$ cat config.mk
export PLATFORM = sky130hd
export DESIGN_NAME = warp_issue_scheduler
export DESIGN_NICKNAME = d
export VERILOG_FILES = /design/src/rtl/warp_sched_pkg.sv /design/src/rtl/warp_issue_scheduler_rr_find_first.sv /design/src/rtl/warp_issue_scheduler.sv
export SDC_FILE = /design/constraint.sdc
export NUM_CORES = 1
export LEC_CHECK = 0
export BUFFER_PORTS_ARGS = -buffer_cell sky130_fd_sc_hd__buf_4
export CORE_MARGIN = 5
export CORE_UTILIZATION = 40
export DETAILED_ROUTE_END_ITERATION = 8
export PLACE_DENSITY = 0.53
export SETUP_SLACK_MARGIN = 0.15
export SLEW_MARGIN = 20
export SYNTH_ARGS = -nofsm -noshare
export SYNTH_HDL_FRONTEND = slang
export SYNTH_SLANG_ARGS = --single-unit
$ cat constraint.sdc
create_clock -name clk -period 8.25 [get_ports clk]
set_clock_uncertainty 0.1 [all_clocks]
set_input_delay 0.4125 -clock clk [delete_from_list [all_inputs] [get_ports clk]]
set_output_delay 0.4125 -clock clk [all_outputs]
set_load 0.05 [all_outputs]
$ cat src/rtl/warp_sched_pkg.sv
// Shared types and default constants for the warp issue scheduler.
// Imported by the scheduler top and its rotating priority finder.
package warp_sched_pkg;

  typedef enum logic {
    SCHED_LRR  = 1'b0,
    SCHED_GTRR = 1'b1
  } sched_mode_e;

  localparam int unsigned DEFAULT_NUM_WARPS    = 32;
  localparam int unsigned DEFAULT_AGE_W        = 4;
  localparam int unsigned DEFAULT_STARVE_LIMIT = 12;

  // Warp ID type at the default size; parametrised modules redeclare their own.
  typedef logic [$clog2(DEFAULT_NUM_WARPS)-1:0] default_wid_t;

  // Successor of a warp index, wrapping at the configured warp count.
  function automatic int unsigned wrap_next(input int unsigned idx, input int unsigned n);
    return (idx == n - 1) ? 0 : idx + 1;
  endfunction

endpackage

$ cat src/rtl/warp_issue_scheduler_rr_find_first.sv
// Rotating priority finder: first set request at or above start, wrapping
// modulo N. Purely combinational.
module rr_find_first
  import warp_sched_pkg::*;
#(
  parameter int unsigned N     = DEFAULT_NUM_WARPS,
  parameter int unsigned IDX_W = $clog2(N)
) (
  input  logic [N-1:0]     req,
  input  logic [IDX_W-1:0] start,
  output logic             found,
  output logic [IDX_W-1:0] idx
);

  logic             hi_found;
  logic             lo_found;
  logic [IDX_W-1:0] hi_idx;
  logic [IDX_W-1:0] lo_idx;

  // Descending scan so the last write leaves the lowest index in each half:
  // the upper half [start, N) has priority over the wrapped half [0, start).
  always_comb begin
    hi_found = 1'b0;
    lo_found = 1'b0;
    hi_idx   = '0;
    lo_idx   = '0;
    for (int unsigned i = N; i > 0; i--) begin
      if (req[i-1]) begin
        if ((i - 1) >= 32'(start)) begin
          hi_found = 1'b1;
          hi_idx   = IDX_W'(i - 1);
        end else begin
          lo_found = 1'b1;
          lo_idx   = IDX_W'(i - 1);
        end
      end
    end
  end

  always_comb begin
    found = hi_found | lo_found;
    idx   = hi_found ? hi_idx : lo_idx;
  end

endmodule

$ cat src/rtl/warp_issue_scheduler.sv
// Warp issue scheduler: LRR or GTRR selection with starvation override,
// driving a registered valid/ready issue port.
module warp_issue_scheduler
  import warp_sched_pkg::*;
#(
  parameter int unsigned NUM_WARPS    = DEFAULT_NUM_WARPS,
  parameter int unsigned WID_W        = $clog2(NUM_WARPS),
  parameter int unsigned AGE_W        = DEFAULT_AGE_W,
  parameter int unsigned STARVE_LIMIT = DEFAULT_STARVE_LIMIT
) (
  input  logic                 clk,
  input  logic                 reset,
  input  logic [NUM_WARPS-1:0] warp_ready,
  input  logic [NUM_WARPS-1:0] warp_stalled,
  input  logic                 sched_mode,
  output logic                 issue_valid,
  output logic [WID_W-1:0]     issue_warp,
  input  logic                 issue_ready,
  output logic                 starve_hit
);

  typedef logic [WID_W-1:0] wid_t;
  typedef logic [AGE_W-1:0] age_t;

  localparam age_t AGE_LIMIT = AGE_W'(STARVE_LIMIT);
  localparam wid_t LAST_WARP = WID_W'(NUM_WARPS - 1);

  logic [NUM_WARPS-1:0] eligible;
  logic [NUM_WARPS-1:0] starving;
  age_t                 age [NUM_WARPS];
  wid_t                 rr_ptr;
  wid_t                 greedy_id;
  logic                 greedy_valid;
  sched_mode_e          mode;

  logic                 sel_cycle;
  logic                 starve_found;
  wid_t                 starve_idx;
  logic                 elig_found;
  wid_t                 elig_idx;
  logic                 load;
  logic                 load_starve;
  wid_t                 load_warp;

  always_comb begin
    eligible  = warp_ready & ~warp_stalled;
    sel_cycle = !issue_valid || issue_ready;
    mode      = sched_mode_e'(sched_mode);
    starving  = '0;
    for (int unsigned i = 0; i < NUM_WARPS; i++) begin
      starving[i] = eligible[i] && (age[i] == AGE_LIMIT);
    end
  end

  rr_find_first #(
    .N     (NUM_WARPS),
    .IDX_W (WID_W)
  ) u_starve_find (
    .req   (starving),
    .start (rr_ptr),
    .found (starve_found),
    .idx   (starve_idx)
  );

  rr_find_first #(
    .N     (NUM_WARPS),
    .IDX_W (WID_W)
  ) u_elig_find (
    .req   (eligible),
    .start (rr_ptr),
    .found (elig_found),
    .idx   (elig_idx)
  );

  // Starvation beats greedy, greedy beats round-robin.
  always_comb begin
    load        = 1'b0;
    load_starve = 1'b0;
    load_warp   = '0;
    if (sel_cycle) begin
      if (starve_found) begin
        load        = 1'b1;
        load_starve = 1'b1;
        load_warp   = starve_idx;
      end else if (mode == SCHED_GTRR && greedy_valid && eligible[greedy_id]) begin
        load      = 1'b1;
        load_warp = greedy_id;
      end else if (elig_found) begin
        load      = 1'b1;
        load_warp = elig_idx;
      end
    end
  end

  always_ff @(posedge clk) begin
    if (reset) begin
      issue_valid  <= 1'b0;
      issue_warp   <= '0;
      starve_hit   <= 1'b0;
      rr_ptr       <= '0;
      greedy_id    <= '0;
      greedy_valid <= 1'b0;
    end else if (sel_cycle) begin
      if (load) begin
        issue_valid  <= 1'b1;
        issue_warp   <= load_warp;
        starve_hit   <= load_starve;
        rr_ptr       <= (load_warp == LAST_WARP) ? '0 : load_warp + 1'b1;
        greedy_id    <= load_warp;
        greedy_valid <= 1'b1;
      end else begin
        issue_valid  <= 1'b0;
        starve_hit   <= 1'b0;
        greedy_valid <= 1'b0;
      end
    end
  end

  always_ff @(posedge clk) begin
    for (int unsigned i = 0; i < NUM_WARPS; i++) begin
      if (reset || !eligible[i] || (load && load_warp == WID_W'(i))) begin
        age[i] <= '0;
      end else if (age[i] != AGE_LIMIT) begin
        age[i] <= age[i] + 1'b1;
      end
    end
  end

endmodule

**Word-level counts from Yosys, hierarchy flattened**

Memories as Yosys holds them, arrays and structs flattened.
Index checks and enable logic that the tools add are counted.

- $lt $le $gt $ge: 32
- Equality and inequality tests: 95
- Multiplexer cells: 706
- Reduce and logical (&&, ||, !) cells: 166
- Bitwise operators: 36
- Add/subtract/negate cells: 33

Operators with widths:

| operator | count |
|---|---|
| 2-to-1 mux 5 bit | 256 |
| 2-to-1 mux 1 bit | 417 |
| adder 4 x 1 -> 4 bit (second input constant) | 32 |
| == test 4 bit (second input constant) | 32 |
| 2-to-1 mux 4 bit | 32 |
| != test 4 bit (second input constant) | 32 |
| == test 5 bit (second input constant) | 16 |
| greater-or-equal comparator 5 bit (first input constant) | 15 |
| logical AND 1 bit | 66 |
| logical OR 1 bit | 65 |
| == test 5 x 4 -> 1 bit (second input constant) | 8 |
| greater-or-equal comparator 4 x 5 -> 1 bit (first input constant) | 8 |
| OR 1 bit | 34 |
| logical NOT 1 bit | 33 |
| bitwise AND 32 bit | 1 |
| NOT 32 bit | 1 |
| == test 5 x 3 -> 1 bit (second input constant) | 4 |
| greater-or-equal comparator 3 x 5 -> 1 bit (first input constant) | 4 |
| == test 5 x 2 -> 1 bit (second input constant) | 2 |
| greater-or-equal comparator 1 x 5 -> 1 bit (first input constant) | 2 |
| greater-or-equal comparator 2 x 5 -> 1 bit (first input constant) | 2 |
| less-than comparator 5 x 6 -> 1 bit (second input constant) | 1 |
| adder 5 x 1 -> 5 bit (second input constant) | 1 |
| binary-select mux 1 bit (select 5 bit) | 1 |
| other kinds (3) | 3 |

- Logic and storage cells: 1,073
- Bits of input ports: 68
- Output and inout bits: 7
- RAM bits: 128
- Flip-flop bits (word level): 12
- Memories: 1

Memories:

| name | depth | width | read ports | clocked after memory_dff | write ports | RTL line | RTL |
|---|---|---|---|---|---|---|---|
| age | 32 | 4 | 32 | 0 | 32 | warp_issue_scheduler.sv:30 | `age_t age [NUM_WARPS];` |

**Depth between registers and ports, before layout**

Gate-level depths: netlist of the first run.

- Depth in word-level cells: 76
- Gate-level depth with buffers: 19
- Depth with buffers taken out: 18

**Hierarchy**

From an unflattened synthesis of the first run, not the netlist that was laid out.

- Cells, all modules: 1,472
- Area total of the unflattened synthesis: 12,489.5 µm²

By module, submodules not included:

| module | times used | area an instance (µm²) | cells each |
|---|---|---|---|
| warp_issue_scheduler | 1 | 8,898.5 | 880 |
| rr_find_first | 2 | 1,795.5 | 296 |

**Worst setup path before layout of the first run**

No wires, ideal clock.

- Kind: register -> register
- From: register greedy_id[1]
- To: register rr_ptr[3]
- Slack: 3.814 ns
- Library setup time: 0.087 ns
- Period minus slack after synthesis: 4.436 ns
- Buffers on the path: 1
- Arrival time: 4.249 ns
- Stages on the path, launching flop included: 16
- Path through: dfxtp_1 > buf_2 > mux4_2 > a2111oi_0 > a41o_1 > a211o_1 > a21oi_1 > o31a_1 > o31ai_1 > inv_1 > ha_1 > inv_1 > nor3_1 > ha_1 > or3_1 > o31ai_1

- Cells in the longest elaborated chain, start to end: 8
- Elaborated cells on any way between the ends: 13

Ends and longest elaborated chain:

| element | RTL line | RTL |
|---|---|---|
| from (decl) | warp_issue_scheduler.sv:32 | `wid_t greedy_id;` |
| from (signal assigned) | warp_issue_scheduler.sv:109 | `greedy_id <= load_warp;` |
| binary-select mux 1 bit (select 5 bit) (*) | warp_issue_scheduler.sv:85 | `end else if (mode == SCHED_GTRR && greedy_valid && eligible[greedy_id]) begin` |
| 2-to-1 mux 1 bit (not written as such) (*) | warp_issue_scheduler.sv:85 |  |
| logical AND 1 bit (*) | warp_issue_scheduler.sv:85 |  |
| 2-to-1 mux 5 bit (*) | warp_issue_scheduler.sv:85 |  |
| 2-to-1 mux 5 bit (*) | warp_issue_scheduler.sv:81 | `if (starve_found) begin` |
| 2-to-1 mux 5 bit (*) | warp_issue_scheduler.sv:80 | `if (sel_cycle) begin` |
| named net load_warp[0] | warp_issue_scheduler.sv:43 | `wid_t load_warp;` |
| adder 5 x 1 -> 5 bit / == test 5 bit (equally long branches) | warp_issue_scheduler.sv:108 | `rr_ptr <= (load_warp == LAST_WARP) ? '0 : load_warp + 1'b1;` |
| 2-to-1 mux 5 bit (*) | warp_issue_scheduler.sv:108 |  |
| to (signal assigned) | warp_issue_scheduler.sv:108 |  |
| to (decl) | warp_issue_scheduler.sv:31 | `wid_t rr_ptr;` |

Mark *: on every way through the listed nets, which the timed path passes. The rest lies on a longest branch. The select of a mux whose other input is x is not followed.
A chain may end at the register's enable or synchronous reset.

==> run_results.csv, run 1 <==
group,metric,value,unit
outcome,status,"complete, no violations",
detailed_routing,drtIter0Drc,1086,
floorplanning,initial_core_util,0.404,
placed_design,portBuffers,74,
sta,worst_slew_pin_slew,1080,ps
yosys,synthTopCellsByArea,"edfxtp_1 (32%), ha_1 (7.3%), nor4_1 (4.1%)",
placed_design,placed_cells_incl_taps,1721,
floorplanning,die_width,183,um
worst_setup_path,critPathTopFamily,"simple AND/OR/NAND/NOR gates",
worst_setup_path,crit_end,"age[0][61]",
layout,syn2layout_area_growth,11.8,%
clock_tree,cts_sinks,140,
sta,final.min_clock_period,5790,ps
global_routing,overflow,0,
global_routing,grt_start_max_net_pins,59,
floorplanning,rows,63,
worst_setup_path,r2r_setup_slack,2460,ps
sta,setup_viol,0,
yosys,synth_top_area_frac,0.322,
yosys,syn-num-nets,1433,
detailed_routing,postRouteAntennaNets,0,
floorplanning,dieHeight,183,um
layout,stdcell_area,0.0134,sq mm
yosys,synthTopCellsByCount,"edfxtp_1 (128), nor2_1 (107), nand3_1 (97)",
pwr,power_density,167,mW/mm^2
clock_tree,cts_hold_repair.buffers,0,
worst_setup_path,max_stage_delay,1050,ps
worst_setup_path,crit_required,8280,ps
yosys,synth-seq-cells,140,
layout,drive_gt1_frac,0.148,
yosys,synth-async-reset-ratio,0,
yosys,ys_warn_count,0,
run,drv_cap,0,
worst_setup_path,r2r-end,"age[0][61]",
clock_tree,postCtsSetupBuffers,0,
worst_setup_path,slowest_stage,"dfxtp_2",
clock_tree,htreeDepth,4,
clock_tree,clk_latency,440,ps
layout,nFillCells,2928,
placed_design,gp_congestion,1.02,
yosys,avgSynthCellArea,9.23,sq um
clock_tree,ctsResizeCount,0,
sta,hold_viol,0,
clock_tree,clock_tree.buffer_depth,2,
layout,fin_util,0.452,
detailed_routing,viasPerCell,6.23,
worst_setup_path,start_kind,"flop",
sta,period_share,0.702,
global_routing,grt.total_usage,0.233,
worst_setup_path,reg2reg_from,"rr_ptr[3]",
sta,rsz0062_at_grt,"no",
hold_path,min_path_type,"in -> reg",
worst_setup_path,rr_worst_depth,14,
worst_setup_path,crit_chain,"nand2_2, nand4_1, o2111ai_1, nor4_2, and3_2, nand2_1, o31ai_1, inv_1, ha_1, inv_1, nor3_1, ha_1, a211oi_1, nand2_1",
worst_setup_path,path_class,"reg -> reg",
layout,multi_input_area,0.00724,sq mm
worst_setup_path,crit_start,"rr_ptr[3]",
clock_tree,clockRootBuffer,"clkbuf_16",
floorplanning,design.die.area,0.0334,sq mm
yosys,yosysUniqueCellTypes,114,
layout,regArea,0.00409,sq mm
sta,relSlewSlack,0.280,
detailed_routing,vias,10900,
yosys,synth_ff_type,"edfxtp_1",
sta,tns,0,ps
floorplanning,ios,75,
layout,stdcell_count,1753,
worst_setup_path,cp.depth,14,
clock_tree,cts_tree,"done",
yosys,yosysMostFrequentCell,"edfxtp_1",
clock_tree,path_clk_slew,70,ps
yosys,ys_seq_area_frac,0.342,
worst_setup_path,worstSetupEndpointType,"flop",
detailed_routing,wl_per_cell,22.6,um
sta,slew_violations,0,
worst_setup_path,cp_max_fo,36,
pwr,ir_drop,0.000123,V
yosys,syn_inst,1295,
global_routing,antenna_found_initial,1,
detailed_routing,wirelength,39600,um
layout,nets,1488,
yosys,synth_top_area_cell,"edfxtp_1",
sta,max_freq,173,MHz
pwr,p_leak,4.88,nW
layout,n_antenna_cell,0,
placed_design,dp_hpwl,30800,um
worst_setup_path,critPathBufInv,2,
yosys,netlist_area,0.0120,sq mm
worst_setup_path,cp.arrival,5820,ps
detailed_routing,drcViolationCount,0,
placed_design,placed_cell_area,0.0127,sq mm
global_routing,grt_pass1_wl,60800,um
yosys,synth_edf_count,128,
detailed_routing,dr.pass1.iters,7,
clock_tree,numCtsBuffers,17,
floorplanning,core-area,0.0296,sq mm
global_routing,grt_pass1_vias,10500,
## registers in the layout, indices dropped and copies added, names as in the netlist
register and cells:
rr_ptr 5, starve_hit 1, greedy_valid 1, age 128, greedy_id 5
## worst min-delay path by stage
stage	start	endpoint	slack, ps	cells after the start
finish	warp_stalled[14]	age[0][59]	390	4
global route	warp_stalled[14]	age[0][59]	400	4
CTS	warp_stalled[14]	age[0][59]	370	4
detailed placement	rr_ptr[0]	rr_ptr[0]	410	2
global placement	rr_ptr[0]	rr_ptr[0]	400	2
floorplan	age[1][39]	age[1][39]	480	2
## power breakdown
part / internal (mW) / switching (mW)
Clock: 0.509 / 0.334
Sequential: 0.785 / 0.0497
Combinational: 0.173 / 0.375
## area by class of cell
| cell class | instances | area share |
|---|---|---|
| multi-input cells | 1029 | 0.542 |
| flip-flops and latches | 140 | 0.306 |
| repair buffers | 81 | 0.0455 |
| well taps | 390 | 0.0365 |
| clock buffers | 19 | 0.0324 |
| inverters | 81 | 0.0238 |
| clock inverters | 13 | 0.0142 |
## cells in the final DEF (no fill, tap or decap), types with 14 or more instances in the layout
master     netlist  layout
nor2_1         107     107
ha_1            70      70
xor2_1          32      32
o2111ai_1       14      14
clkbuf_16        0      17
or3_1           23      23
nand3_1         97      97
edfxtp_1       128     128
nor2b_1         33      33
o21ai_0         24      24
a21oi_1         50      50
nor3_1          37      37
a211oi_1        21      21
o211ai_1        23      23
xnor2_1         33      33
and3_1          25      25
nor4b_1         21      21
nand2b_1        42      42
nand2_1         71      71
nor4_1          78      78
buf_4            7      81
inv_1           78      78
## tightest hold or removal path, delay by kind of cell
family	cells	cell delay (ps)
buf+inv	1	80
simple gates	3	270
## cell families after synthesis
kind of cell | Yosys count | synth area share
AO/OA/AOI/OAI | 259 | 0.168
XOR/XNOR | 65 | 0.0476
adder cells (fa/ha/maj) | 70 | 0.0733
buffers and inverters | 126 | 0.0527
flip-flops | 140 | 0.342
multiplexers | 9 | 0.0150
AND/OR/NAND/NOR | 626 | 0.302
## per-layer routing
metal / global-route usage / up-vias / share of wire
met4: 0.0971 / 2 / 0.043
met5: 0 / - / 0.00038
met1: 0.315 / 5218 / 0.43
met3: 0.0359 / 99 / 0.068
li1: - / 5094 / -
met2: 0.375 / 508 / 0.45
## per-stage QoR
stage / worst slack [ps] / total power, mW / hold WS, ps
finish: 2460 / 2.23 / 388
global route: 2130 / 2.31 / 400
CTS: 2570 / 2.23 / 372
detailed placement: 2620 / 1.38 / 410
global placement: 2640 / 1.39 / 398
floorplan: 3810 / 1.22 / 480
(Power assumes the default switching activity.)
==> run 2: changes to the inputs <==
==> constraint.sdc (replaced) <==
create_clock -name clk -period 5.9 [get_ports clk]
set_clock_uncertainty 0.1 [all_clocks]
set_input_delay 0.295 -clock clk [delete_from_list [all_inputs] [get_ports clk]]
set_output_delay 0.295 -clock clk [all_outputs]
set_load 0.05 [all_outputs]
==> run 2 against run 1 <==
  * Setup slack worse by 1900 ps
  * Die area stayed put
  * Largest cell class unchanged
  * Wire length is 0.31% lower
  * Cell area is 0.38% higher
  * Largest power group is now registers
  * Non-clock buffer count is 10 higher
  * Count of clock-buffer cells in the layout is 2 lower
  * First-iteration DRC count is 5.9% higher
  * Utilization is 0.17 points higher
==> run_results.csv, run 2 (synthesis gave the netlist of run 1 again) <==
group,metric,value,unit
outcome,status,"complete, no violations",
clock_tree,clk_latency,440,ps
pwr,ir_drop,0.000158,V
pwr,p_total,3.00,mW
pwr,swShare,0.365,
pwr,power_frac_comb,0.252,
global_routing,grt.total_usage,0.232,
sta,slew_violations,0,
pwr,seqPwrFrac,0.391,
layout,n_antenna_cell,0,
clock_tree,clockRootBuffer,"clkbuf_16",
detailed_routing,dr.pass1.iters,6,
global_routing,grt_start_max_net_pins,60,
clock_tree,clock_tree.buffer_depth,2,
placed_design,dp_hpwl,31200,um
worst_setup_path,cp_max_fo,31,
sta,relSlewSlack,0.264,
placed_design,gp_congestion,0.997,
worst_setup_path,start_kind,"flop",
worst_setup_path,critPathBufInv,1,
layout,nFillCells,2927,
layout,syn2layout_area_growth,12.2,%
floorplanning,rows,63,
layout,reg_top3,"age: 128 flops, greedy_id: 5 flops, rr_ptr: 5 flops",
clock_tree,postCtsSetupBuffers,0,
placed_design,placed_cell_area,0.0128,sq mm
worst_setup_path,worstSetupEndpointType,"flop",
floorplanning,die_width,183,um
worst_setup_path,path_class,"reg -> reg",
sta,max_freq,187,MHz
floorplanning,core-area,0.0296,sq mm
layout,largest_register_ffs,128,
pwr,pwr-share-clk,0.357,
clock_tree,cts_tree,"done",
layout,nets,1498,
floorplanning,ios,75,
worst_setup_path,crit_required,5930,ps
sta,fin_hold_ws,273,ps
global_routing,overflow,0,
sta,tns,0,ps
detailed_routing,wirelength,39500,um
detailed_routing,wl_per_cell,22.4,um
pwr,power_density,224,mW/mm^2
worst_setup_path,cp.arrival,5380,ps
run,drv_cap,0,
layout,layout_common_cells,"edfxtp_1 (128), nor2_1 (106), nand3_1 (97), buf_4 (89)",
clock_tree,numCtsBuffers,17,
placed_design,portBuffers,74,
sta,worst_slew_pin_slew,1100,ps
worst_setup_path,critPathTopFamily,"simple AND/OR/NAND/NOR gates",
worst_setup_path,slowest_stage,"a32oi_1",
global_routing,grt_pass1_vias,10300,
placed_design,placed_cells_incl_taps,1731,
detailed_routing,viasPerCell,6.17,
layout,drive_gt1_frac,0.157,
placed_design,pre_cts_ws,433,ps
floorplanning,initial_core_util,0.404,
sta,setup_viol,0,
detailed_routing,drcViolationCount,0,
layout,largest_register,"age",
layout,stdcell_count,1763,
worst_setup_path,crit_chain,"buf_12, and2_1, or4b_1, o2111ai_1, nor4_2, and3_2, a2111oi_4, a32oi_1, o211ai_2, nor3_2, or3_1",
hold_path,min_path_type,"in -> reg",
worst_setup_path,max_stage_delay,910,ps
detailed_routing,vias,10900,
clock_tree,path_clk_slew,70,ps
clock_tree,htreeDepth,4,
detailed_routing,postRouteAntennaNets,0,
floorplanning,dieHeight,183,um
global_routing,antenna_found_initial,0,
pwr,power.internal,1.91,mW
sta,final.min_clock_period,5340,ps
layout,layout_commonest_cell,"edfxtp_1",
pwr,p_leak,4.92,nW
sta,period_share,0.906,
sta,fin_ws,556,ps
floorplanning,design.die.area,0.0334,sq mm
layout,stdcell_area,0.0134,sq mm
detailed_routing,drtIter0Drc,1150,
clock_tree,cts_sinks,140,
global_routing,grt_pass1_wl,60000,um
clock_tree,ctsResizeCount,0,
sta,rsz0062_at_grt,"no",
clock_tree,cts_hold_repair.buffers,0,
sta,hold_viol,0,
layout,fin_util,0.454,
pwr,power.switching,1.10,mW
[run 2: worst min-delay path: cells and delay by family]
kind                   cells  cell delay (ps)
AND/OR/NAND/NOR            3              260
buffers and inverters      1               80
[run 2: path summary, 6_finish.rpt]
check | endpoint | from | slack, ps | cells past startpoint
setup / recovery | age[0][2] | rr_ptr[4] | 560 | 11
hold reg to reg | starve_hit | starve_hit | 430 | 2
hold / removal | age[0][59] | warp_stalled[14] | 270 | 4
setup reg to reg | age[0][2] | rr_ptr[4] | 560 | 11
[run 2: final cells by class]
type                            count  area (sq um)  share of cell area
Clock buffer                       17           425              0.0317
Clock inverter                     15           141              0.0105
Inverter                           81           318              0.0237
Multi-Input combinational cell   1029          7240               0.540
Sequential cell                   140          4090               0.305
Tap cell                          390           488              0.0364
Timing Repair Buffer               91           708              0.0528
[run 2: power by group through the flow]
stage	clock network (mW)	registers (mW)	logic (mW)
2_1_floorplan	0	1.16	0.548
3_3_place_gp	0	1.19	0.746
3_5_place_dp	0	1.19	0.743
4_1_cts	1.09	1.17	0.746
5_1_grt	1.14	1.18	0.808
6_report	1.07	1.18	0.757
[run 2: routing by layer]
metal,GRT usage,vias to the layer above,share of wire
met5,0,-,0
met4,0.101,0,0.045
met3,0.0482,91,0.081
met2,0.364,515,0.45
met1,0.310,5153,0.43
li1,-,5117,-
